[config.mk]
export PLATFORM = sky130hd
export DESIGN_NAME = instr_output_sink
export DESIGN_NICKNAME = d
export VERILOG_FILES = /design/src/rtl/instr_pkg.sv /design/src/rtl/instr_checksum_acc.sv /design/src/rtl/instr_output_sink.sv
export SDC_FILE = /design/constraint.sdc
export NUM_CORES = 1
export LEC_CHECK = 0
export ABC_AREA = 1
export CAP_MARGIN = 10
export CORE_UTILIZATION = 50
export DETAILED_ROUTE_END_ITERATION = 12
export PLACE_DENSITY = 0.8
export SKIP_CTS_REPAIR_TIMING = 1
export SLEW_MARGIN = 25
export SYNTH_ARGS = -nofsm -noshare
export SYNTH_HDL_FRONTEND = slang
export SYNTH_SLANG_ARGS = --single-unit
[constraint.sdc]
create_clock -name ap_clk -period 27.4 [get_ports ap_clk]
set_input_delay 8.22 -clock ap_clk [delete_from_list [all_inputs] [get_ports ap_clk]]
set_output_delay 8.22 -clock ap_clk [all_outputs]
set_load 0.01 [all_outputs]
[src/rtl/instr_pkg.sv]
// Shared types, constants and helpers for the instrumentation output sink.
// Optional stall LFSR constants are used only when INSTR_SINK_BACKPRESSURE_EN is defined.
package instr_pkg;

    typedef enum logic [1:0] {
        IDLE  = 2'd0,
        ARMED = 2'd1,
        RUN   = 2'd2
    } sink_state_e;

    localparam int CKSUM_W     = 24;
    localparam int IDX_W       = 8;
    localparam int MAX_DATA_W  = 1024;
    localparam int FOLD_SLICES = (MAX_DATA_W + CKSUM_W - 1) / CKSUM_W;

    // Fibonacci LFSR, taps 16,14,13,11 -> bit positions 15,13,12,10.
    localparam logic [15:0] LFSR_SEED = 16'hACE1;
    localparam logic [15:0] LFSR_TAPS = 16'hB400;

    // XOR of consecutive 24-bit slices; the top slice is zero-padded.
    function automatic logic [CKSUM_W-1:0] fold24(input logic [MAX_DATA_W-1:0] d);
        logic [FOLD_SLICES*CKSUM_W-1:0] padded;
        logic [CKSUM_W-1:0]             acc;
        padded                   = '0;
        padded[MAX_DATA_W-1:0]   = d;
        acc                      = '0;
        for (int i = 0; i < FOLD_SLICES; i++) begin
            acc = acc ^ padded[i*CKSUM_W +: CKSUM_W];
        end
        return acc;
    endfunction

    function automatic logic [CKSUM_W-1:0] rotl24(input logic [CKSUM_W-1:0] x);
        return {x[CKSUM_W-2:0], x[CKSUM_W-1]};
    endfunction

    function automatic logic [15:0] lfsr_next(input logic [15:0] l);
        return {l[14:0], ^(l & LFSR_TAPS)};
    endfunction

endpackage

[src/rtl/instr_checksum_acc.sv]
// Rotate-XOR frame accumulator: folds each accepted beat into a running
// 24-bit sum and, on the last beat of a frame, publishes {frame_idx, sum}.
module instr_checksum_acc
    import instr_pkg::*;
#(
    parameter int DATA_WIDTH  = 32,
    parameter int FRAME_BEATS = 64
) (
    input  logic                  ap_clk,
    input  logic                  ap_rst,
    input  logic                  clear,
    input  logic                  beat,
    input  logic [DATA_WIDTH-1:0] tdata,
    output logic                  frame_close,
    output logic [31:0]           checksum
);

    localparam int               BIF_W     = $clog2(FRAME_BEATS + 1);
    localparam logic [BIF_W-1:0] LAST_BEAT = BIF_W'(FRAME_BEATS - 1);

    logic [CKSUM_W-1:0]    sum;
    logic [CKSUM_W-1:0]    new_sum;
    logic [BIF_W-1:0]      beat_in_frame;
    logic [IDX_W-1:0]      frame_idx;
    logic [MAX_DATA_W-1:0] wide_data;

    assign frame_close = beat && (beat_in_frame == LAST_BEAT);

    // Next running sum for the beat currently on the bus.
    always_comb begin
        wide_data = MAX_DATA_W'(tdata);
        new_sum   = rotl24(sum) ^ fold24(wide_data);
    end

    // Accumulate beats; close the frame on its last beat. Clear outranks a beat.
    // NOTE: sequential state uses non-blocking assignments so every register samples pre-edge values.
    always_ff @(posedge ap_clk or posedge ap_rst) begin
        if (ap_rst) begin
            sum           <= '0;
            beat_in_frame <= '0;
            frame_idx     <= '0;
            checksum      <= '0;
        end else if (clear) begin
            sum           <= '0;
            beat_in_frame <= '0;
            frame_idx     <= '0;
            checksum      <= '0;
        end else if (beat) begin
            if (frame_close) begin
                checksum      <= {frame_idx, new_sum};
                sum           <= '0;
                beat_in_frame <= '0;
                frame_idx     <= frame_idx + 1'b1;
            end else begin
                sum           <= new_sum;
                beat_in_frame <= beat_in_frame + 1'b1;
            end
        end
    end

endmodule

[src/rtl/instr_output_sink.sv]
// Output-side instrumentation sink: accepts DUT output beats, counts them,
// measures first-frame latency and frame interval, and tags frame checksums.
// Optional feature: define INSTR_SINK_BACKPRESSURE_EN to add an LFSR stall mask on s_axis_tready.
module instr_output_sink
    import instr_pkg::*;
#(
    parameter int DATA_WIDTH  = 32,
    parameter int FRAME_BEATS = 64,
    parameter int CNT_WIDTH   = 32
) (
    input  logic                  ap_clk,
    input  logic                  ap_rst,
    input  logic                  enable,
    input  logic                  clear,
    input  logic                  in_start,
    input  logic [DATA_WIDTH-1:0] s_axis_tdata,
    input  logic                  s_axis_tvalid,
    output logic                  s_axis_tready,
    output logic [CNT_WIDTH-1:0]  status_o,
    output logic [CNT_WIDTH-1:0]  latency,
    output logic [CNT_WIDTH-1:0]  interval,
    output logic [31:0]           checksum
);

    sink_state_e          state, state_next;
    logic                 beat;
    logic                 frame_close;
    logic                 take_latency;
    logic                 lat_started;
    logic [CNT_WIDTH-1:0] lat_cnt;
    logic                 iv_started;
    logic [CNT_WIDTH-1:0] iv_cnt;

    function automatic logic [CNT_WIDTH-1:0] sat_inc(input logic [CNT_WIDTH-1:0] v);
        return (&v) ? v : v + CNT_WIDTH'(1);
    endfunction

    // Ready is held low during reset and clear so a coincident beat is never accepted.
`ifdef INSTR_SINK_BACKPRESSURE_EN
    logic [15:0] lfsr;

    // Stall-mask LFSR, advancing only while the sink is enabled.
    always_ff @(posedge ap_clk or posedge ap_rst) begin
        if (ap_rst) begin
            lfsr <= LFSR_SEED;
        end else if (clear) begin
            lfsr <= LFSR_SEED;
        end else if (enable) begin
            lfsr <= lfsr_next(lfsr);
        end
    end

    assign s_axis_tready = enable & ~lfsr[0] & ~ap_rst & ~clear;
`else
    assign s_axis_tready = enable & ~ap_rst & ~clear;
`endif

    assign beat = s_axis_tvalid & s_axis_tready;

    // State register.
    always_ff @(posedge ap_clk or posedge ap_rst) begin
        if (ap_rst) begin
            state <= IDLE;
        end else if (clear) begin
            state <= IDLE;
        end else begin
            state <= state_next;
        end
    end

    // Next state; the first accepted beat (even in IDLE) captures latency and enters RUN.
    // NOTE: defaults first so every path assigns every output and no latch is inferred.
    always_comb begin
        state_next   = state;
        take_latency = 1'b0;
        unique case (state)
            IDLE: begin
                if (enable) begin
                    state_next   = beat ? RUN : ARMED;
                    take_latency = beat;
                end
            end
            ARMED: begin
                if (beat) begin
                    state_next   = RUN;
                    take_latency = 1'b1;
                end
            end
            RUN:     state_next = RUN;
            default: state_next = IDLE;
        endcase
    end

    // Beat, latency and interval counters; all frozen while enable is low.
    always_ff @(posedge ap_clk or posedge ap_rst) begin
        if (ap_rst) begin
            status_o    <= '0;
            latency     <= '0;
            interval    <= '0;
            lat_started <= 1'b0;
            lat_cnt     <= '0;
            iv_started  <= 1'b0;
            iv_cnt      <= '0;
        end else if (clear) begin
            status_o    <= '0;
            latency     <= '0;
            interval    <= '0;
            lat_started <= 1'b0;
            lat_cnt     <= '0;
            iv_started  <= 1'b0;
            iv_cnt      <= '0;
        end else if (enable) begin
            if (beat) begin
                status_o <= sat_inc(status_o);
            end

            if (take_latency) begin
                latency <= lat_started ? lat_cnt : '0;
            end

            // The in_start cycle itself is cycle 0 of the latency count.
            if (state != RUN) begin
                if (lat_started) begin
                    lat_cnt <= sat_inc(lat_cnt);
                end else if (in_start) begin
                    lat_started <= 1'b1;
                    lat_cnt     <= CNT_WIDTH'(1);
                end
            end

            if (frame_close) begin
                if (iv_started) begin
                    interval <= iv_cnt;
                end
                iv_started <= 1'b1;
                iv_cnt     <= CNT_WIDTH'(1);
            end else if (iv_started) begin
                iv_cnt <= sat_inc(iv_cnt);
            end
        end
    end

    instr_checksum_acc #(
        .DATA_WIDTH  (DATA_WIDTH),
        .FRAME_BEATS (FRAME_BEATS)
    ) u_acc (
        .ap_clk      (ap_clk),
        .ap_rst      (ap_rst),
        .clear       (clear),
        .beat        (beat),
        .tdata       (s_axis_tdata),
        .frame_close (frame_close),
        .checksum    (checksum)
    );

endmodule

==> impl_metrics.json, run 1 <==
{
  "status": "finished, final reports clean",
  "worst_setup_path_end_kind": "output pin",
  "ant_nets": 0,
  "worst_pin_slew_ps": 835.0,
  "grt_overflow": 0,
  "critPathKind": "in -> out",
  "hpwl_um": 21550,
  "io_buffers": 166,
  "gp_congestion": 0.9293,
  "synth_area_leaders": "dfrtp_1 46%, nand2_1 15%, nor2_1 6.4%, nand3_1 6.3%, o21ai_0 5.9%",
  "area_growth_pct": 20.49,
  "clock_latency_ps": 520,
  "fmax_ghz": 0.05415,
  "synth_area_leader_cell": "dfrtp_1",
  "nets": 1890,
  "cp_data_arrival_time_ps": 10250,
  "ys_ff_latch": 235,
  "leakage_uw": 0.006364,
  "period_needed_ps": 18470,
  "power_density_nw_per_um2": 51.46,
  "synth_edf_count": 0,
  "grt_start_max_net_pins": 97,
  "final_util": 0.6220,
  "cp-startpoint": "ap_rst",
  "core_um2": 24600,
  "cts_tree": "built",
  "hold_path.class": "reg -> reg",
  "drt_iter0_drc": 849,
  "syn-num-nets": 1754,
  "hold_depth": 2,
  "post-synth-top-count-cell": "nand2_1",
  "antenna_cells": 0,
  "synth_ff_type": "dfrtp_1",
  "cts_buffers": 24,
  "remaining_drc_errors": 0,
  "cts_buffer_depth": 3,
  "fin_crit_sh": 0.6740,
  "layout-drive-gt1-share": 0.04570,
  "worstReg2RegStart": "u_acc.beat_in_frame[1]$_DFFE_PP0P_",
  "synth_top_cells_by_count": "515 x nand2_1, 235 x dfrtp_1, 216 x nor2_1",
  "vdd_ir_drop_max_uv": 43.21,
  "maxCapViolCount": 0,
  "min_to": "u_acc.checksum[6]$_DFFE_PP0P_",
  "die_w_um": 161.4,
  "avgViaCountPerCell": 5.232,
  "ioPinCount": 167,
  "synth.avg_cell_area_um2": 7.440,
  "r2r_cells": 8,
  "finalSetupViolations": 0,
  "fin_area_um2": 15300,
  "finalHoldViolations": 0,
  "antenna_found_initial": 1,
  "fin_tns_setup_ps": 0,
  "yosys_warnings": 0,
  "hp-start": "u_acc.checksum[6]$_DFFE_PP0P_",
  "maxSlewViolCount": 0,
  "clockRootBuffer": "clkbuf_16",
  "initial_utilization": 0.5162,
  "synth_top_area_frac": 0.4630,
  "grt_pass1_wl_um": 53440,
  "dpl-instance-area_um2": 14470,
  "grtUsageTotal": 0.2493,
  "netlist_area_um2": 12700,
  "slew-limit-headroom": 0.4433,
  "grt_pass1_vias": 10790,
  "cts.sink_count": 235,
  "wl_per_cell_um": 14.34,
  "rsz0062_at_grt": "false",
  "dieArea_um2": 26040,
  "dp.cells": 2141,
  "synth_cells": 1707,
  "synthArstFlopShare": 1.000,
  "path_max_fanout": 96,
  "rows": 57,
  "cp-start-kind": "input pin",
  "skew_ps": 21.38,
  "required_ps": 19180,
  "synth_cell_type_count": 40,
  "fillers": 2242,
  "firstDrtPassIters": 5,
  "dieHeight_um": 161.4,
  "clk_pin_slew_ps": 60,
  "reg2reg_slack_ps": 24580,
  "ys_seq_area_frac": 0.4630,
  "h-tree-depth": 1,
  "drt-total-wl_um": 31310,
  "fin_cells": 2184,
  "vias": 11430,
  "rr_endpoint": "iv_cnt[21]$_DFFE_PP0P_"
}
==> per-layer routing <==
layer	track usage	part of all wire	routed length [um]	vias up
met5	0	0.00042	13	-
met4	0.06775	0.019	597	2
met3	0.03518	0.053	1670	50
met2	0.3924	0.46	14400	311
met1	0.3605	0.47	14630	5378
li1	-	-	-	5686
==> cell usage in the layout, fill, tap and decap left out, types with 22 or more instances in the layout <==
master / count
clkbuf_16: 25
clkdlybuf4s50_1: 165
dfrtp_1: 235
inv_1: 171
nand2_1: 515
nand3_1: 160
nor2_1: 216
o21ai_0: 149
o22ai_1: 22
xor2_1: 41
==> cells by family (layout without fill, tap and decap cells) <==
logic type	Yosys count	after routing	synth area share
AO/OA/AOI/OAI	225	225	0.09605
XOR/XNOR	62	62	0.04275
adder cells (fa/ha/maj)	9	9	0.008866
buffers and inverters	238	391	0.08049
flip-flops	235	235	0.4630
AND/OR/NAND/NOR	938	938	0.3088
==> worst max path at each step <==
stage,slack [ps],endpoint
5_1_grt,8750,s_axis_tready
4_1_cts,8890,s_axis_tready
3_3_place_gp,8910,s_axis_tready
6_report,8930,s_axis_tready
2_1_floorplan,7410,s_axis_tready
3_5_place_dp,8890,s_axis_tready
==> sequential cells by signal, indices dropped and copies added (netlist names), 8 cells and up <==
| register | count |
|---|---|
| u_acc.sum | 24 |
| interval | 32 |
| latency | 32 |
| u_acc.frame_idx | 8 |
| u_acc.checksum | 32 |
| status_o | 32 |
| lat_cnt | 32 |
| iv_cnt | 32 |
==> metrics by stage <==
step           hold WS, ps  setup slack, ps  total power (uW)
2_1_floorplan        462.8             7409             424.1
3_3_place_gp         468.5             8911             450.6
3_5_place_dp         464.9             8889             453.5
4_1_cts              482.0             8886             793.7
5_1_grt              504.8             8752             819.6
6_report             480.9             8933             787.6
==> where the power goes <==
| part | total [uW] | internal (uW) | leakage (uW) | switching, uW |
|---|---|---|---|---|
| clock | 340 | 207 | 0.000411 | 133 |
| sequential | 371 | 360 | 0.00322 | 11.3 |
| combinational | 76.4 | 28.7 | 0.00273 | 47.7 |
==> area by class of cell <==
| type | instances | area (um^2) | share of cell area |
|---|---|---|---|
| well taps | 324 | 405.4 | 0.02649 |
| clock inverters | 5 | 75.07 | 0.004906 |
| clock buffers | 38 | 754.5 | 0.04930 |
| flip-flops and latches | 235 | 5881 | 0.3843 |
| inverters | 175 | 664.4 | 0.04341 |
| repair buffers | 173 | 1713 | 0.1119 |
| multi-input cells | 1234 | 5811 | 0.3797 |
==> critical path, cell delays in order <==
cell and delay [ps]:
clkdlybuf4s50_1 490, inv_8 490, nand2_1 270, nor2_4 180
clkdlybuf4s50_1 560
Note: power is estimated with default switching activity, not from simulation.
==> run 2, diff against run 1 <==
PLACE_DENSITY = 0.83   (was 0.8)
clock period = 15.8 ns   (was 27.4 ns; I/O delays follow)
==> run 2 against run 1 <==
Effect of this change: power grew 77%; die area is the same; hold slack lost 0.82 ps; combinational power grew 74%; design area grew 0.34%; critical endpoint unchanged.
==> impl_metrics.json, run 2 (same netlist as run 1, synthesis figures left out) <==
{
  "layout-drive-gt1-share": 0.04782,
  "die_w_um": 161.4,
  "fin_crit_sh": 0.7253,
  "cts_tree": "built",
  "worst_pin_slew_ps": 865.8,
  "p_sw_uw": 338.2,
  "ioPinCount": 167,
  "fin_cells": 2185,
  "layout_common_cells": "515 x nand2_1, 235 x dfrtp_1, 216 x nor2_1, 171 x inv_1, 165 x clkdlybuf4s50_1",
  "leakage_uw": 0.006394,
  "path_max_fanout": 79,
  "cp_data_arrival_time_ps": 6720,
  "avgViaCountPerCell": 5.251,
  "grt_overflow": 0,
  "cp_top_family": "buffers and inverters",
  "clock_latency_ps": 530,
  "period_needed_ps": 11460,
  "finalHoldViolations": 0,
  "antenna_cells": 0,
  "fmax_ghz": 0.08726,
  "dp.cells": 2141,
  "grtUsageTotal": 0.2463,
  "core_um2": 24600,
  "worst_setup_path_end_kind": "output pin",
  "area_growth_pct": 20.90,
  "vdd_ir_drop_max_uv": 78.40,
  "status": "finished, final reports clean",
  "required_ps": 11060,
  "clkPwrFrac": 0.441,
  "vias": 11470,
  "rsz0062_at_grt": "false",
  "io_buffers": 166,
  "clk_pin_slew_ps": 60,
  "firstDrtPassIters": 5,
  "drt-total-wl_um": 31380,
  "dieArea_um2": 26040,
  "ant_nets": 0,
  "hpwl_um": 21710,
  "power_density_nw_per_um2": 90.58,
  "antenna_found_initial": 0,
  "skew_ps": 14.05,
  "grt_pass1_vias": 10870,
  "remaining_drc_errors": 0,
  "maxSlewViolCount": 0,
  "comb_power_share": 0.095,
  "dieHeight_um": 161.4,
  "maxCapViolCount": 0,
  "fin_tns_setup_ps": 0,
  "initial_utilization": 0.5162,
  "grt_start_max_net_pins": 87,
  "wl_per_cell_um": 14.36,
  "drt_iter0_drc": 859,
  "slew-limit-headroom": 0.4228,
  "rows": 57,
  "cts_buffer_depth": 3,
  "cp.buffers_inverters": 3,
  "gp_congestion": 0.9442,
  "cp-start-kind": "input pin",
  "clockRootBuffer": "clkbuf_16",
  "layout_commonest_cell": "nand2_1",
  "critPathMaxStageDelay_ps": 610,
  "cts.sink_count": 235,
  "grt_pass1_wl_um": 52930,
  "cp_slowest_cell": "clkdlybuf4s50_1",
  "finalSetupViolations": 0,
  "dpl-instance-area_um2": 14470,
  "hold_path.class": "reg -> reg",
  "fin_area_um2": 15360,
  "nets": 1892,
  "p_int_uw": 1053,
  "cpMostUsedCell": "clkdlybuf4s50_1",
  "path_cells": "clkdlybuf4s50_1 > inv_8 > nand2_1 > nor2_4 > clkdlybuf4s50_1",
  "critPathKind": "in -> out",
  "cts_buffers": 26,
  "pwr-share-seq": 0.463,
  "p_sw_frac": 0.2431,
  "h-tree-depth": 1
}
==> run 2: through the flow <==
| step | hold slack (ps) | util | setup WS [ps] | total power, uW |
|---|---|---|---|---|
| 2_1_floorplan | 462.8 | - | 2769 | 735.4 |
| 4_1_cts | 481.2 | 0.6236 | 4285 | 1402 |
| 5_1_grt | 500.7 | 0.6241 | 4155 | 1445 |
| 6_report | 480.1 | 0.6241 | 4340 | 1391 |
| 3_5_place_dp | 465.4 | 0.5879 | 4291 | 787.1 |
| 3_3_place_gp | 467.7 | 0.5879 | 4319 | 780.5 |
==> run 2: final timing paths <==
kind / from / to / slack [ps] / depth (start not counted)
worst max-delay path: ap_rst / s_axis_tready / 4340 / 5
worst min-delay path: u_acc.checksum[6]$_DFFE_PP0P_ / u_acc.checksum[6]$_DFFE_PP0P_ / 480 / 2
worst max register to register: status_o[0]$_DFFE_PP0P_ / status_o[15]$_DFFE_PP0P_ / 13000 / 10
worst min register to register: u_acc.checksum[6]$_DFFE_PP0P_ / u_acc.checksum[6]$_DFFE_PP0P_ / 480 / 2
max in group asynchronous: ap_rst / u_acc.frame_idx[2]$_DFFE_PP0P_ / 9970 / 3
min in group asynchronous: ap_rst / latency[19]$_DFFE_PP0P_ / 4690 / 2
==> run 2: area by class of cell <==
type,count,area (um^2)
multi-input cells,1234,5811
repair buffers,173,1717
inverters,175,664.4
flip-flops and latches,235,5881
well taps,324,405.4
clock buffers,37,793.3
fillers,2105,9249
clock inverters,7,85.08
==> run 2: power groups by stage <==
stage                     logic (uW)  clock network [uW]  registers [uW]
final                            133                 614             644
after CTS                        134                 625             644
after global placement           128                   0             653
after detailed placement         133                   0             654
after global routing             148                 650             647
after floorplan                 81.2                   0             654
==> run 2: tightest hold or removal path, delay by kind of cell, from the launching register on <==
family / cells / cell delay (ps)
AND/OR/NAND/NOR: 2 / 100
flip-flops: 1 / 340
==> run 2: layer usage <==
layer | track usage | part of all wire | vias up
met2 | 0.4048 | 0.47 | 311
li1 | - | - | 5695
met1 | 0.3404 | 0.46 | 5429
met5 | 0 | 0 | -
met3 | 0.03929 | 0.056 | 38
met4 | 0.06261 | 0.017 | 0
==> run 3, diff against run 2 <==
PLACE_DENSITY = 0.8   (was 0.83)
clock period = 10.85 ns   (was 15.8 ns; I/O delays follow)
==> run 3 against run 2 <==
Effect of this change: die area stayed put; first-iteration DRC count is 0.35% lower; clock-buffer cell count is 2 lower; register-to-register slack worse by 4900 ps; worst setup slack worse by 2100 ps; global-route usage is 0.71 points higher; routed wire length is 2.0% higher; non-clock buffer count stayed put; cell count hardly changed; highest routed layer is now met5.
==> impl_metrics.json, run 3 (same netlist as run 1, synthesis figures left out) <==
{
  "p_sw_frac": 0.2423,
  "worst_pin_slew_ps": 996.4,
  "drt_iter0_drc": 856,
  "fin_crit_sh": 0.7908,
  "slew-limit-headroom": 0.3334,
  "clk_pin_slew_ps": 60,
  "dieHeight_um": 161.4,
  "clkPwrFrac": 0.453,
  "cp-start-kind": "input pin",
  "area_growth_pct": 20.96,
  "status": "finished, final reports clean",
  "firstDrtPassIters": 6,
  "hp-start": "u_acc.checksum[24]$_DFFE_PP0P_",
  "initial_utilization": 0.5162,
  "maxCapViolCount": 0,
  "required_ps": 7600,
  "layout-drive-gt1-share": 0.04726,
  "rows": 57,
  "finalHoldViolations": 0,
  "nets": 1891,
  "comb_power_share": 0.093,
  "ioPinCount": 167,
  "path_cells": "clkdlybuf4s50_1 > inv_8 > nand2_1 > nor2_4 > clkdlybuf4s50_1",
  "critPathMaxStageDelay_ps": 560,
  "grt_start_max_net_pins": 102,
  "dieArea_um2": 26040,
  "layout_common_cells": "515 x nand2_1, 235 x dfrtp_1, 216 x nor2_1, 171 x inv_1, 165 x clkdlybuf4s50_1",
  "skew_ps": 8.302,
  "io_buffers": 166,
  "cts_buffer_depth": 3,
  "gp_congestion": 0.9264,
  "vias": 11500,
  "worst_setup_path_end_kind": "output pin",
  "critPathKind": "in -> out",
  "avgViaCountPerCell": 5.260,
  "antenna_cells": 0,
  "finalSetupViolations": 0,
  "p_sw_uw": 499.9,
  "clock_latency_ps": 520,
  "p_int_uw": 1563,
  "remaining_drc_errors": 0,
  "grt_overflow": 0,
  "pwr-share-seq": 0.454,
  "ant_nets": 0,
  "core_um2": 24600,
  "reg2reg_slack_ps": 8050,
  "leakage_uw": 0.006396,
  "final_util": 0.6244,
  "cp_data_arrival_time_ps": 5330,
  "antenna_found_initial": 1,
  "period_needed_ps": 8580,
  "hold_path.class": "reg -> reg",
  "layout_commonest_cell": "nand2_1",
  "fmax_ghz": 0.1165,
  "cts.sink_count": 235,
  "path_max_fanout": 101,
  "grt_pass1_vias": 10960,
  "vdd_ir_drop_max_uv": 101.1,
  "wl_per_cell_um": 14.65,
  "hpwl_um": 22220,
  "fin_tns_setup_ps": 0,
  "clockRootBuffer": "clkbuf_16",
  "cts_tree": "built",
  "rsz0062_at_grt": "false",
  "drt-total-wl_um": 32020,
  "die_w_um": 161.4,
  "h-tree-depth": 1,
  "worstReg2RegStart": "u_acc.beat_in_frame[1]$_DFFE_PP0P_",
  "power_density_nw_per_um2": 134.3,
  "cpMostUsedCell": "clkdlybuf4s50_1",
  "maxSlewViolCount": 0,
  "cts_buffers": 25,
  "cp_slowest_cell": "clkdlybuf4s50_1",
  "grt_pass1_wl_um": 54340,
  "cp-startpoint": "ap_rst",
  "grtUsageTotal": 0.2534
}
==> run 3: changes by cell type in the layout (fill, tap and decap cells not counted), sizes merged <==
cell | before | now
bufinv | 2 | 5
clkbuf | 37 | 35
==> run 3: layer usage <==
| metal | track usage | part of all wire | vias up |
|---|---|---|---|
| li1 | - | - | 5685 |
| met1 | 0.3507 | 0.45 | 5411 |
| met2 | 0.4077 | 0.46 | 327 |
| met3 | 0.03878 | 0.061 | 74 |
| met4 | 0.08448 | 0.029 | 2 |
| met5 | 0 | 0.00041 | - |
==> run 3: worst max-delay path: cells and delay by family <==
family        cells  cell delay, ps
buf+inv           3            1550
simple gates      2             470
==> run 3: cell type report <==
type                    count  area [um^2]
clock buffers              35        723.2
clock inverters            10        175.2
fillers                  2166         9241
inverters                 175        664.4
multi-input cells        1234         5806
flip-flops and latches    235         5881
well taps                 324        405.4
repair buffers            173         1709
==> run 3: stage by stage <==
step	total power (uW)	setup slack [ps]	std cells	cell area, um^2	hold slack (ps)
floorplan	1071	789.0	1707	12700	462.8
global placement	1138	2243	2141	14470	468.3
detailed placement	1146	2209	2141	14470	468.6
CTS	2080	2201	2186	15360	484.3
global route	2138	2096	2186	15360	508.4
finish	2063	2270	2186	15360	477.8
==> run 3: power groups by stage <==
stage	clock network [uW]	registers (uW)	logic, uW
2_1_floorplan	0	953	118
3_3_place_gp	0	951	187
3_5_place_dp	0	952	194
4_1_cts	948	937	195
5_1_grt	980	942	215
6_report	933	938	192
==> run 3: worst paths after layout <==
| check | to | depth (start not counted) |
|---|---|---|
| hold reg to reg | u_acc.checksum[24]$_DFFE_PP0P_ | 2 |
| setup / recovery | s_axis_tready | 5 |
| max in group asynchronous | iv_cnt[29]$_DFFE_PP0P_ | 3 |
| min in group asynchronous | u_acc.checksum[11]$_DFFE_PP0P_ | 2 |
| hold / removal | u_acc.checksum[24]$_DFFE_PP0P_ | 2 |
| setup reg to reg | iv_cnt[28]$_DFFE_PP0P_ | 8 |
